==> src/rtl/dmem_bus_bridge.sv <==
// Data-memory bus bridge: turns one load/store from the memory-access stage into a
// single request/response bus transaction, with alignment, bus-error and timeout faults.
module dmem_bus_bridge #(
    parameter int unsigned TIMEOUT_CYCLES = 0,
    parameter bit          ALIGN_CHECK    = 1'b1
) (
    input  logic        clk,
    input  logic        rst_n,
    input  logic        write_enable,
    input  logic        read_enable,
    input  logic [3:0]  strb,
    input  logic [31:0] wb_mask,
    input  logic [4:0]  wb_msb_bit,
    input  logic [31:0] addr,
    input  logic [31:0] wdata,
    output logic        write_ready,
    output logic        read_valid,
    output logic [31:0] rdata,
    output logic        misaligned,
    output logic        access_fault,
    output logic        bus_req_valid,
    input  logic        bus_req_ready,
    output logic        bus_req_write,
    output logic [31:0] bus_req_addr,
    output logic [31:0] bus_req_wdata,
    output logic [3:0]  bus_req_strb,
    input  logic        bus_resp_valid,
    output logic        bus_resp_ready,
    input  logic [31:0] bus_resp_data,
    input  logic        bus_resp_err
);
    typedef enum logic [1:0] {S_IDLE, S_REQ, S_WAIT, S_DONE} state_t;

    localparam bit          TO_EN   = (TIMEOUT_CYCLES != 0);
    localparam logic [31:0] TO_LAST = 32'(TIMEOUT_CYCLES) - 32'd1;

    state_t      state;
    logic [31:0] cnt;
    logic [1:0]  off_q;
    logic [31:0] mask_q;
    logic [4:0]  msb_q;
    logic        is_write_q;

    logic        req;
    logic        mis_align;
    logic        timeout_hit;
    logic [3:0]  strb_sh;
    logic [31:0] wdata_sh;
    logic [31:0] shifted;
    logic [31:0] ext;

    always_comb begin
        req         = write_enable | read_enable;
        mis_align   = (strb == 4'b0011 && addr[0]) ||
                      (strb == 4'b1111 && addr[1:0] != 2'b00);
        // Shifting in a 4-bit context drops strobes that would cross the word.
        strb_sh     = strb << addr[1:0];
        wdata_sh    = wdata << {addr[1:0], 3'b000};
        shifted     = bus_resp_data >> {off_q, 3'b000};
        ext         = shifted & mask_q;
        if (msb_q != 5'd0 && shifted[msb_q])
            ext = ext | ~mask_q;
        // >= so the limit still fires in WAIT after the counter has passed it in REQ.
        timeout_hit = TO_EN && (cnt >= TO_LAST);
    end

    always_ff @(posedge clk or negedge rst_n) begin
        if (!rst_n) begin
            state          <= S_IDLE;
            cnt            <= '0;
            off_q          <= '0;
            mask_q         <= '0;
            msb_q          <= '0;
            is_write_q     <= 1'b0;
            write_ready    <= 1'b0;
            read_valid     <= 1'b0;
            rdata          <= '0;
            misaligned     <= 1'b0;
            access_fault   <= 1'b0;
            bus_req_valid  <= 1'b0;
            bus_req_write  <= 1'b0;
            bus_req_addr   <= '0;
            bus_req_wdata  <= '0;
            bus_req_strb   <= '0;
            bus_resp_ready <= 1'b0;
        end else begin
            write_ready  <= 1'b0;
            read_valid   <= 1'b0;
            misaligned   <= 1'b0;
            access_fault <= 1'b0;
            case (state)
                S_IDLE: begin
                    if (req) begin
                        off_q      <= addr[1:0];
                        mask_q     <= wb_mask;
                        msb_q      <= wb_msb_bit;
                        is_write_q <= write_enable;
                        if (ALIGN_CHECK && mis_align) begin
                            state       <= S_DONE;
                            misaligned  <= 1'b1;
                            write_ready <= write_enable;
                            read_valid  <= !write_enable;
                        end else begin
                            state         <= S_REQ;
                            cnt           <= '0;
                            bus_req_valid <= 1'b1;
                            bus_req_write <= write_enable;
                            bus_req_addr  <= {addr[31:2], 2'b00};
                            bus_req_wdata <= wdata_sh;
                            bus_req_strb  <= strb_sh;
                        end
                    end
                end
                S_REQ: begin
                    cnt <= cnt + 32'd1;
                    if (bus_req_ready) begin
                        state          <= S_WAIT;
                        bus_req_valid  <= 1'b0;
                        bus_resp_ready <= 1'b1;
                    end else if (timeout_hit) begin
                        state         <= S_DONE;
                        bus_req_valid <= 1'b0;
                        access_fault  <= 1'b1;
                        write_ready   <= is_write_q;
                        read_valid    <= !is_write_q;
                    end
                end
                S_WAIT: begin
                    cnt <= cnt + 32'd1;
                    if (bus_resp_valid) begin
                        state          <= S_DONE;
                        bus_resp_ready <= 1'b0;
                        access_fault   <= bus_resp_err;
                        write_ready    <= is_write_q;
                        read_valid     <= !is_write_q;
                        rdata          <= (bus_resp_err || is_write_q) ? 32'd0 : ext;
                    end else if (timeout_hit) begin
                        state          <= S_DONE;
                        bus_resp_ready <= 1'b0;
                        access_fault   <= 1'b1;
                        write_ready    <= is_write_q;
                        read_valid     <= !is_write_q;
                    end
                end
                S_DONE: begin
                    state <= S_IDLE;
                    rdata <= '0;
                end
                default: state <= S_IDLE;
            endcase
        end
    end
endmodule

==> config.mk <==
export PLATFORM = sky130hd
export DESIGN_NAME = dmem_bus_bridge
export DESIGN_NICKNAME = d
export VERILOG_FILES = /design/src/rtl/dmem_bus_bridge.sv
export SDC_FILE = /design/constraint.sdc
export NUM_CORES = 1
export LEC_CHECK = 0
export ABC_AREA = 1
export CORE_MARGIN = 2
export CORE_UTILIZATION = 50
export DETAILED_ROUTE_END_ITERATION = 7
export PLACE_DENSITY = 0.89
export SETUP_SLACK_MARGIN = 0.15
export SKIP_CTS_REPAIR_TIMING = 1
export SYNTH_ARGS = -nofsm -noshare
export SYNTH_HDL_FRONTEND = slang
export SYNTH_SLANG_ARGS = --single-unit
==> constraint.sdc <==
create_clock -name clk -period 4 [get_ports clk]
set_clock_uncertainty 0.1 [all_clocks]
set_input_delay 1 -clock clk [delete_from_list [all_inputs] [get_ports clk]]
set_output_delay 1 -clock clk [all_outputs]
set_load 0.02 [all_outputs]
==> flow_summary.yaml <==
outcome:
  status: "finished clean"
finish:
  nets: 1380
  final_util_pct: 71.1
  area_delta_synth_final_pct: 40.0
  antenna_cells: 0
  drive_gt1_share_pct: 6.68
timing:
  slew_violations: 0
  final-hold-violation-count: 0
  slew_headroom_pct: 41.7
  finalCritPeriodShare_pct: 70.1
  fmax_mhz: 357
  rsz0062_at_grt: "false"
  fin_ws_ns: 1.20
  setup_tns_ns: 0
  tightest_slew_ns: 0.873
  period_needed_ns: 2.80
  setup_violations: 0
synthesis:
  synthAdderAreaFrac_pct: 0.653
  ys.warnings.count: 0
  synth.top_cell.area_share_pct: 48.0
  syn_inst: 1011
  ys_seq_elements: 147
  synth.distinct_cells: 32
  synth-simple-area-share_pct: 31.4
  yosys.area.top_type: "dfrtp_1"
  syn_area_um2: 7670
  yosys-mux-area-fraction_pct: 0.522
  synthXorXnorAreaFrac_pct: 0
  synth_top_family_by_area: "simple AND/OR/NAND/NOR gates"
  synth_compound_gate_area_share_pct: 10.9
  yosysSeqAreaShare_pct: 48.0
  syn_area_per_cell_um2: 7.59
  synthTopCellsByArea: "dfrtp_1, nand2_1, o21ai_0"
floorplan:
  ios: 251
  die_h_um: 128
  die_x_um: 128
  start_util_pct: 50.8
  die_area_um2: 16300
  rows: 45
  core_um2: 15100
placed_design:
  port_buffers: 248
  place.gp.congestion: 0.958
  hpwl_um: 16800
  pre_cts_ws_ns: 0.801
worst_setup_path:
  r2r_start: "off_q[0]"
  setup.worst_path.end_class: "register"
  worstRegToRegCells: 15
  criticalPathCategory: "in2reg"
  required_ns: 4.19
  worstPathArrival_ns: 2.99
  r2r-end: "rdata[10]"
  rrSetupSlack_ns: 1.48
  crit_fanout: 36
  start_kind: "input port"
clock_network:
  cts_made_buffers: 17
  cts_tree: "done"
  htreeDepth: 4
  clock-sinks: 147
  cts-root-buf: "clkbuf_16"
  clkSlewWorstSetupHoldPaths_ns: 0.06
  clk_path_buf_depth: 2
  insertion_delay_ns: 0.42
route:
  drc_errors: 0
  vias: 7704
  drtIter0Drc: 704
  drtAntennaViolNets: 0
  wire_per_inst_um: 16.7
  wl_um: 23900
  firstDrtPassIters: 6
  routed_via_density: 5.38
hold_path:
  hold_class: "reg2reg"
  hold_start: "rdata[23]"
  whs_endpoint: "rdata[23]"
  worst_hold_path.num_cells: 2
power_and_ir_drop:
  power.total_w: 0.00875
  power_density_nw_per_um2: 815
  leakagePower_nw: 5.28
  irDropWorstVdd_uv: 457
grt:
  antenna_found_initial: 0
  grt_pass1_vias: 7554
  grt_pass1_wl_um: 38000
  grt_overflow: 0
  grt_max_degree: 88
  groute.usage.overall_pct: 29.7
run:
  cap_violations: 0
==> layer usage <==
metal	track usage [%]	up-vias	share of wire, %
li1	-	3640	-
met2	47.8	442	46
met5	0	-	0
met1	35.7	3545	38
met4	14.0	0	3.9
met3	10.6	77	11
==> how the worst max path moves through the flow <==
stage / from / to / slack, ns / cells after the start
6_report: addr[0] / bus_req_strb[3] / 1.20 / 7
5_1_grt: addr[0] / bus_req_strb[3] / 1.01 / 7
4_1_cts: addr[0] / bus_req_strb[3] / 1.24 / 7
3_5_place_dp: addr[0] / bus_req_strb[3] / 0.80 / 7
3_3_place_gp: bus_resp_data[26] / rdata[31] / 0.89 / 14
2_1_floorplan: addr[0] / bus_req_addr[10] / 1.69 / 9
==> registers in the layout (all words and copies together) (netlist names) <==
name / cells
bus_req_wdata: 32
mask_q: 32
rdata: 32
bus_req_addr: 30
msb_q: 5
bus_req_strb: 4
off_q: 2
state: 2
access_fault: 1
bus_req_valid: 1
bus_req_write: 1
bus_resp_ready: 1
is_write_q: 1
misaligned: 1
read_valid: 1
write_ready: 1
==> Yosys cell counts <==
library cell    n
o31ai_1         4
a211oi_1        2
buf_6           9
o211ai_1        3
nor2_2          1
o21ai_2         2
dfrtp_1       147
ha_1            4
o31a_1          4
o21ai_1         3
o21ai_0        94
nand2_1       427
nor2_1         43
buf_12          2
nand3_2        26
a31oi_1         2
buf_4           7
mux2i_1         4
o21a_1          4
buf_8           1
conb_1          1
nand2_2         6
inv_6           2
nand3_1        66
nand2_4         1
o22ai_1         2
buf_2          10
o21bai_1        1
clkbuf_1       22
a21oi_1        34
inv_1          69
buf_1           8
==> critical path, stage by stage <==
cell and delay, ns:
clkdlybuf4s50_1 0.49, buf_4 0.35, inv_1 0.49, o21ai_0 0.39
nand2_1 0.08, o21ai_0 0.08, o21ai_0 0.10
==> logic make-up after synthesis <==
kind of cell,after synthesis
compound gates,155
fa+ha+maj,4
buf+inv,130
flops,147
mux,4
other cells,1
simple gates,570
==> stage by stage <==
step           cell area (µm²)  hold slack, ns  std cells
2_1_floorplan             7670           0.384       1012
3_3_place_gp             10100           0.363       1401
3_5_place_dp             10100           0.368       1401
4_1_cts                  10700           0.383       1431
5_1_grt                  10700           0.399       1431
6_report                 10700           0.378       1431
==> area by class of cell <==
| class | count | area (µm²) |
|---|---|---|
| Sequential cell | 147 | 3680 |
| Tap cell | 188 | 235 |
| Multi-Input combinational cell | 735 | 3360 |
| Clock buffer | 17 | 425 |
| Clock inverter | 13 | 163 |
| Inverter | 71 | 277 |
| Fill cell | 1141 | 4360 |
| Timing Repair Buffer | 260 | 2600 |
==> power by group <==
| part | switching [W] | internal, W |
|---|---|---|
| Sequential | 0.000436 | 0.00218 |
| Combinational | 0.00278 | 0.00176 |
| Clock | 0.000626 | 0.000974 |
| Total | 0.00384 | 0.00491 |
==> cells in the final DEF (no fill, tap or decap), drive strengths merged <==
| cell type | instances |
|---|---|
| bufinv | 3 |
| clkinv | 6 |
| conb | 2 |
| buf | 13 |
| clkdlybuf4s50 | 247 |
| o31a | 4 |
| clkbuf | 17 |
| o21ai | 99 |
| inv | 72 |
| o22ai | 2 |
| nand2 | 434 |
| nand3 | 92 |
| a211oi | 2 |
| o211ai | 3 |
| o31ai | 4 |
| ha | 4 |
| clkinvlp | 3 |
| o21bai | 1 |
| nor2 | 44 |
| a21oi | 34 |
| a31oi | 2 |
| dfrtp | 147 |
| o21a | 4 |
| mux2i | 4 |
(Power assumes the default switching activity.)
==> edit (config.mk and constraints unchanged) <==
Register the output `access_fault` once more, cleared by the reset; this adds one clock of latency there. The other outputs are not delayed to match.
--- a/src/rtl/dmem_bus_bridge.sv
+++ b/src/rtl/dmem_bus_bridge.sv
@@ -33,6 +33,8 @@
 
     localparam bit          TO_EN   = (TIMEOUT_CYCLES != 0);
     localparam logic [31:0] TO_LAST = 32'(TIMEOUT_CYCLES) - 32'd1;
+
+    logic access_fault_s0;
 
     state_t      state;
     logic [31:0] cnt;
@@ -76,7 +78,7 @@
             read_valid     <= 1'b0;
             rdata          <= '0;
             misaligned     <= 1'b0;
-            access_fault   <= 1'b0;
+            access_fault_s0 <= 1'b0;
             bus_req_valid  <= 1'b0;
             bus_req_write  <= 1'b0;
             bus_req_addr   <= '0;
@@ -87,7 +89,7 @@
             write_ready  <= 1'b0;
             read_valid   <= 1'b0;
             misaligned   <= 1'b0;
-            access_fault <= 1'b0;
+            access_fault_s0 <= 1'b0;
             case (state)
                 S_IDLE: begin
                     if (req) begin
@@ -120,7 +122,7 @@
                     end else if (timeout_hit) begin
                         state         <= S_DONE;
                         bus_req_valid <= 1'b0;
-                        access_fault  <= 1'b1;
+                        access_fault_s0 <= 1'b1;
                         write_ready   <= is_write_q;
                         read_valid    <= !is_write_q;
                     end
@@ -130,14 +132,14 @@
                     if (bus_resp_valid) begin
                         state          <= S_DONE;
                         bus_resp_ready <= 1'b0;
-                        access_fault   <= bus_resp_err;
+                        access_fault_s0 <= bus_resp_err;
                         write_ready    <= is_write_q;
                         read_valid     <= !is_write_q;
                         rdata          <= (bus_resp_err || is_write_q) ? 32'd0 : ext;
                     end else if (timeout_hit) begin
                         state          <= S_DONE;
                         bus_resp_ready <= 1'b0;
-                        access_fault   <= 1'b1;
+                        access_fault_s0 <= 1'b1;
                         write_ready    <= is_write_q;
                         read_valid     <= !is_write_q;
                     end
@@ -150,5 +152,13 @@
             endcase
         end
     end
+    always_ff @(posedge clk or negedge rst_n) begin
+        if (!rst_n) begin
+            access_fault <= '0;
+        end else begin
+            access_fault <= access_fault_s0;
+        end
+    end
+
 endmodule
 
Formal check against the unedited RTL: not equivalent (a bounded check fails within 4 cycles, from zero or initial values and one cycle with rst_n low).
==> edit against the unedited design <==
  * Non-clock buffer count shrank 1
  * Final area grew 0.75%
  * Total power grew 2.0%
  * Core utilization grew 0.26 points
  * Wire length grew 0.87%
  * Register-to-register slack lost 360 ps
  * Fmax shrank 12%
  * Worst hold slack lost 130 ps
  * Setup slack lost 370 ps
  * Sequential cell count grew 1
  * Synthesized area grew 0.33%
  * Critical path type unchanged
==> edit: results (changes against the unedited design) <==
The mean number of vias per cell was 5.38 (about the same). The tools report the number of clock buffers inserted by TritonCTS as 17 (unchanged). The synthesized instance count came out at 1012 (was 1011). Synth top area cells: dfrtp_1 (48%), nand2_1 (21%), o21ai_0 (6.1%) (unchanged). The tools report the arrival time at the worst endpoint as 3400 ps (was 2990 ps). The total of warnings raised by yosys was 0 (unchanged); the clock slew seen by the registers of the worst setup and hold paths was 60 ps (about the same). The tools report the maximum ir drop on the vdd rail as 0.559 mV (was 0.457 mV). The logs give 5 (was 6) for the length of the first detailed-routing pass in iterations and 0.923 (was 0.958) for the routability congestion estimate.

The fraction of final layout cells sized beyond drive strength 1 was 6.75% (was 6.68%); the H-tree level count was 4 (unchanged). The run finished with clean final reports. The share of synthesized registers carrying an async set or reset was 100% (unchanged); the leakage power was 5.33 nW (was 5.28 nW). The proportion of synthesized chip area in sequential cells came out at 48.1% (was 48.0%).

The run gives 32 (unchanged) as the count of cell types in the netlist. The tools report the number of DRC markers in iteration 0 as 614 (was 704). Registers with the most flip-flops: bus_req_wdata (32), mask_q (32), rdata (32) (unchanged).

Cell at the root of the clock tree: clkbuf_16 (unchanged). For the cell count after placement, the log shows 1401 (unchanged). The global-route usage over all layers is 30.5% (was 29.7%).

The share of synthesized cell area in full adder, half adder and majority cells is 0.651% (was 0.653%). Path category of the worst min-delay check: register to register (unchanged). The total half-perimeter wirelength after legalization and detailed placement was 17100 um (was 16800 um); the number of antenna violations at the first check in global routing was 1 (was 0). The run gives 420 ps (about the same) as the worst-skew pair later-pin latency. For the maximum count of clock buffers along a single path, the log shows 2 (unchanged). The tools report the switching power summed over all nets as 3.89 mW (was 3.84 mW). The dominant synthesized flop cell was dfrtp_1 (unchanged).

The xor and xnor area share after synthesis was 0% (unchanged). The logs give 24100 um (was 23900 um) for the routed wire length and 39000 um (was 38000 um) for the global-route wire length before repair. The run gives 88 (unchanged) as the largest net degree at the start of global routing.

The worst-path maximum fanout is 87 (was 36), and the average routed wire per standard cell is 16.8 um (was 16.7 um). The mux share of post-synthesis cell area was 0.520% (was 0.522%). The number of port buffers is 248 (unchanged). Top cell types by occurrence after synthesis: nand2_1 (427), dfrtp_1 (148), o21ai_0 (94) (was nand2_1 (427), dfrtp_1 (147), o21ai_0 (94)). The number of global-route vias before repair is 7778 (was 7554). The complex-gate fraction of the synthesized area works out to 10.9% (about the same). The transition time of the tightest slew-check pin is 919 ps (was 873 ps). The antenna cell count was 0 (unchanged).
[edit: changes by cell type after synthesis]
cell	change
dfrtp_1	+1
[edit: area by class of cell]
| type | count | area, um^2 |
|---|---|---|
| clock inverter | 13 | 198 |
| multi-input combinational | 735 | 3360 |
| clock buffer | 19 | 453 |
| inverter | 71 | 277 |
| fill | 1143 | 4330 |
| tap | 188 | 235 |
| sequential | 148 | 3700 |
| timing repair buffer | 259 | 2590 |
[edit: worst paths after layout]
kind / startpoint / end / slack, ps / cells past startpoint
max in group asynchronous: rst_n / bus_req_addr[3]$_DFFE_PN0P_ / 2480 / 2
worst max-delay path: strb[3] / bus_req_valid$_DFFE_PN0P_ / 830 / 10
worst min-delay path: access_fault_s0$_DFF_PN0_ / access_fault$_DFF_PN0_ / 250 / 0
worst min register to register: access_fault_s0$_DFF_PN0_ / access_fault$_DFF_PN0_ / 250 / 0
min in group asynchronous: rst_n / rdata[29]$_DFFE_PN0P_ / 510 / 1
worst max register to register: off_q[1]$_DFFE_PN0P_ / rdata[9]$_DFFE_PN0P_ / 1120 / 12
[edit: worst max-delay path, cell delays in order]
cell and delay [ps]:
clkdlybuf4s50_1 540, a21oi_1 100, a211oi_1 270, o211ai_1 300, nand2_2 130, buf_4 620
o21ai_0 190, nand2_1 110, nand2_1 40, o21ai_0 80
[edit: cells by family after synthesis]
family / after synthesis
and+or+nand+nor: 570
AOI/OAI and AO/OA: 155
DFF: 148
buffers and inverters: 130
muxes: 4
adders and majority gates: 4
other: 1
[edit: through the flow]
step                hold slack (ps)  cell area, um^2  setup WS [ps]
floorplan                       231             7700           1690
global placement                235            10200            646
detailed placement              240            10200            464
CTS                             253            10800            890
global route                    265            10800            574
finish                          249            10800            831
[edit: power by group through the flow]
stage	registers [mW]	logic (mW)	clock network, mW
after global placement	2.65	4.34	0
after detailed placement	2.66	4.45	0
final	2.68	4.49	1.76
after floorplan	3.12	2.34	0
after CTS	2.66	4.49	1.77
after global routing	2.75	4.94	1.83
[edit: layer usage]
layer	wire (um)	vias to the layer above	track usage, %
met1	9380	3592	37.5
met3	2460	81	10.3
met4	1010	2	14.5
li1	-	3652	-
met2	11300	386	48.6
met5	13	-	0
